==> config.mk <==
export PLATFORM = sky130hd
export DESIGN_NAME = deserializador_coma
export DESIGN_NICKNAME = d
export VERILOG_FILES = /design/src/rtl/deserializador_coma.sv
export SDC_FILE = /design/constraint.sdc
export NUM_CORES = 1
export LEC_CHECK = 0
export CORE_AREA = 4 4 69 52
export DETAILED_ROUTE_END_ITERATION = 8
export DIE_AREA = 0 0 73 56
export HOLD_SLACK_MARGIN = 0.08
export MAX_ROUTING_LAYER = met4
export PLACE_DENSITY = 0.71
export SLEW_MARGIN = 20
export SYNTH_ARGS = -nofsm -noshare
export SYNTH_HDL_FRONTEND = slang
export SYNTH_SLANG_ARGS = --single-unit
==> constraint.sdc <==
create_clock -name CLOCK -period 1.8 [get_ports CLOCK]
set_input_delay 0.54 -clock CLOCK [delete_from_list [all_inputs] [get_ports CLOCK]]
set_output_delay 0.54 -clock CLOCK [all_outputs]
set_load 0.1 [all_outputs]
==> src/rtl/deserializador_coma.sv <==
// Comma-aligning 10-bit deserializer: hunts for K28.5 at any bit phase,
// frames LSB-first symbols to it and drops lock after repeated misaligned commas.
module deserializador_coma #(
  parameter logic [9:0] COMMA_P  = 10'h17C,
  parameter logic [9:0] COMMA_N  = 10'h283,
  parameter int         MISS_MAX = 3
) (
  input  logic       CLOCK,
  input  logic       RESET_L,
  input  logic       IS,
  output logic [9:0] OP,
  output logic       VALID,
  output logic       K_DET,
  output logic       ALIGNED,
  output logic       MISALIGN
);

  typedef enum logic {HUNT = 1'b0, LOCKED = 1'b1} state_t;

  localparam logic [3:0] MISS_LIM = 4'(MISS_MAX);

  state_t     state, state_n;
  logic [9:0] sr;
  logic [3:0] ph, ph_n;
  logic [3:0] mc, mc_n;
  logic [9:0] op_n;
  logic       valid_n, k_det_n, aligned_n, misalign_n;
  logic       match;

  assign match = (sr == COMMA_P) || (sr == COMMA_N);

  always_comb begin
    state_n    = state;
    ph_n       = ph;
    mc_n       = mc;
    op_n       = OP;
    valid_n    = 1'b0;
    k_det_n    = 1'b0;
    aligned_n  = ALIGNED;
    misalign_n = 1'b0;
    case (state)
      HUNT: begin
        if (match) begin
          op_n      = sr;
          valid_n   = 1'b1;
          k_det_n   = 1'b1;
          ph_n      = 4'd0;
          mc_n      = 4'd0;
          aligned_n = 1'b1;
          state_n   = LOCKED;
        end else begin
          ph_n = 4'd0;
        end
      end
      LOCKED: begin
        ph_n = (ph == 4'd9) ? 4'd0 : ph + 4'd1;
        if (ph == 4'd9) begin
          op_n    = sr;
          valid_n = 1'b1;
          k_det_n = match;
          if (match) begin
            mc_n = 4'd0;
          end else begin
            mc_n = mc;
          end
        end else if (match) begin
          // A comma off the boundary: count it, and give up framing at the limit.
          misalign_n = 1'b1;
          if (mc + 4'd1 == MISS_LIM) begin
            state_n   = HUNT;
            aligned_n = 1'b0;
            mc_n      = 4'd0;
            ph_n      = 4'd0;
          end else begin
            mc_n = mc + 4'd1;
          end
        end else begin
          misalign_n = 1'b0;
        end
      end
      default: begin
        state_n   = HUNT;
        aligned_n = 1'b0;
        ph_n      = 4'd0;
        mc_n      = 4'd0;
      end
    endcase
  end

  always_ff @(posedge CLOCK or negedge RESET_L) begin
    if (!RESET_L) begin
      state    <= HUNT;
      sr       <= 10'd0;
      ph       <= 4'd0;
      mc       <= 4'd0;
      OP       <= 10'd0;
      VALID    <= 1'b0;
      K_DET    <= 1'b0;
      ALIGNED  <= 1'b0;
      MISALIGN <= 1'b0;
    end else begin
      state    <= state_n;
      sr       <= {IS, sr[9:1]};
      ph       <= ph_n;
      mc       <= mc_n;
      OP       <= op_n;
      VALID    <= valid_n;
      K_DET    <= k_det_n;
      ALIGNED  <= aligned_n;
      MISALIGN <= misalign_n;
    end
  end

endmodule

==> flow_summary.ini <==
[status]
status = complete, no violations

[routing]
wl_um = 2480
antenna_left = 0
first_pass_iters = 4
detail_route.vias_per_cell = 5.23
drt-initial-drc-count = 54
remaining_drc_errors = 0
drt-wirelength-per-cell_um = 14.8
vias = 878

[sta]
slew_headroom = 0.736
clock_skew_ns = 0.00657
finalCritPeriodShare = 0.972
tightest_slew_ns = 0.396
setup_slack_ns = 0.0505
final_hold_viol_count = 0
achievable-frequency_mhz = 572
slew_viol_final = 0
rsz0062_at_grt = yes
worst_hold_slack_ns = 0.416
fin_crit_ns = 1.75
setup_viol = 0

[setup_path]
end_kind = register
critPathKind = reg -> reg
reg2reg_from = mc[0]$_DFFE_PN0P_
r2r_end = ph[3]$_DFF_PN0_
reg2reg_slack_ns = 0.05
crit_fanout = 4
start_kind = register
required_ns = 1.95
ff2ff_path_depth = 6
arrival_ns = 1.90

[clock_network]
cts.htree.levels = 2
ctsHoldBuffers = 0
insertion_delay_ns = 0.28
cts-buffers-inserted = 5
cts_buffer_depth = 2
cts-root-buf = clkbuf_8
path_clk_slew_ns = 0.07
cts.sinks = 33
tritoncts = built

[cells_and_area]
diodes = 0
nNetsFinal = 136
drive_gt1_frac = 0.423
final_cells = 168
area_growth_pct = 45.8
final_area_mm2 = 0.00197

[placement]
dp.cells = 158
preCtsSetupSlack_ns = -0.0196
place_area_mm2 = 0.00178
dp_hpwl_um = 1640
portBuffers = 16
gp_congestion = 0.742

[floorplanning]
initial_core_util = 0.450
num_rows = 17
die_h_um = 56
fp.dieW_um = 73
die_area_mm2 = 0.00409
ios = 17
coreArea_mm2 = 0.00300

[logic_synthesis]
synth_nets = 102
synth_flop_cell = dfrtp_1
ys_ff_latch = 33
synthAdderAreaFrac = 0.0371
synthTopCellsByArea = dfrtp_1 (61%), mux2_4 (10%), ha_1 (3.7%), nand3_1 (2.2%), nor3_1 (1.5%)
synth_top_area_share = 0.612
synthDistinctLibCells = 36
synthMuxAreaShare = 0.108
yosys.area_share.simple = 0.134
ys_warn_count = 0
syn_area_mm2 = 0.00135
synthTopCellsByCount = dfrtp_1 (33), mux2_4 (9), nand3_1 (6)
seq_area_frac_synth = 0.612
yosysTopAreaCell = dfrtp_1
synth-compound-area-share = 0.0704
synth-edff-count = 0
synth.most_common_cell = dfrtp_1
synth_top_family_by_area = simple AND/OR/NAND/NOR gates
synth_xor_area_frac = 0.0130
avgSynthCellArea_um2 = 14.2
async_flop_share = 1.00
netlist_instances = 95

[min_path]
hold_start = sr[2]$_DFF_PN0_
whs_endpoint = sr[1]$_DFF_PN0_
hold_path_depth = 0
hold_class = reg -> reg

[global_route]
antenna_found_initial = 0
grt_pass1_wl_um = 4080
grt_max_degree = 34
grt_pass1_vias = 901
gr-total-overflow = 0
globalRouteTotalUtil = 0.137

[power_and_ir_drop]
ir_drop_uv = 1440
power_density_mw_per_mm2 = 1640
power_mw = 3.22
p_leak_nw = 0.909

[run]
maxCapViolCount = 0
==> state kept, by name (all words and copies together), names as in the netlist <==
name      count
OP           10
sr           10
mc            4
ph            4
ALIGNED       1
K_DET         1
MISALIGN      1
VALID         1
state         1
==> where the power goes <==
group / internal, mW / switching, mW / leakage, nW
logic: 0.585 / 0.929 / 0.432
clock network: 0.451 / 0.252 / 0.0585
registers: 0.867 / 0.138 / 0.418
==> stage by stage <==
step | util | TNS (ns)
after floorplan | - | 0
after global placement | 0.595 | 0
after detailed placement | 0.595 | -0.0400
after CTS | 0.642 | 0
after global routing | 0.656 | -0.408
final | 0.656 | 0
==> worst max-delay path by stage <==
stage / start / to / slack, ns
2_1_floorplan: mc[0]$_DFFE_PN0P_ / ALIGNED$_DFFE_PN0P_ / 0.001
3_5_place_dp: mc[0]$_DFFE_PN0P_ / ph[3]$_DFF_PN0_ / -0.02
4_1_cts: mc[0]$_DFFE_PN0P_ / ph[3]$_DFF_PN0_ / 0.02
6_report: mc[0]$_DFFE_PN0P_ / ph[3]$_DFF_PN0_ / 0.05
3_3_place_gp: mc[0]$_DFFE_PN0P_ / ph[3]$_DFF_PN0_ / 0.05
5_1_grt: sr[1]$_DFF_PN0_ / OP[8]$_DFFE_PN0P_ / -0.05
==> critical path: stages (launching register included) <==
cell and delay [ns]:
dfrtp_1 0.40, ha_2 0.19, or4b_4 0.55, o31ai_4 0.08, a21boi_4 0.24, buf_6 0.12
nor3_1 0.05
==> cell usage in the layout, fill, tap and decap left out, types with 3 or more instances in the layout <==
cell type,instances
buf_4,11
dfrtp_1,33
clkbuf_8,6
mux2_4,10
nor3_1,4
buf_12,15
inv_1,5
nand3_1,6
ha_1,3
==> area by class of cell <==
class,count,area [um^2]
clock buffers,7,86.3
well taps,38,47.5
repair buffers,29,414
multi-input cells,55,546
fillers,202,1030
clock inverters,1,30.0
flip-flops and latches,33,826
inverters,5,18.8
==> logic make-up after synthesis <==
| family | after synthesis |
|---|---|
| and+or+nand+nor | 27 |
| muxes | 10 |
| adders and majority gates | 4 |
| xor gates and xnor gates | 2 |
| AOI/OAI and AO/OA | 12 |
| DFF | 33 |
| buffers and inverters | 7 |
==> metal layers <==
| layer | global-route usage | routed length [um] | share of wire |
|---|---|---|---|
| met2 | 0.197 | 1170 | 0.47 |
| met3 | 0.0451 | 119 | 0.048 |
| met4 | 0.0632 | 27 | 0.011 |
| met5 | - | 0 | 0 |
| met1 | 0.174 | 1170 | 0.47 |
==> repair_timing <==
action | CTS | global route
gates resized for setup | 4 | 5
buffers inserted | 0 | 2
pin swaps | 0 | 4
endpoints found under the setup margin | 4 | 16
Note: power is estimated with default switching activity, not from simulation.
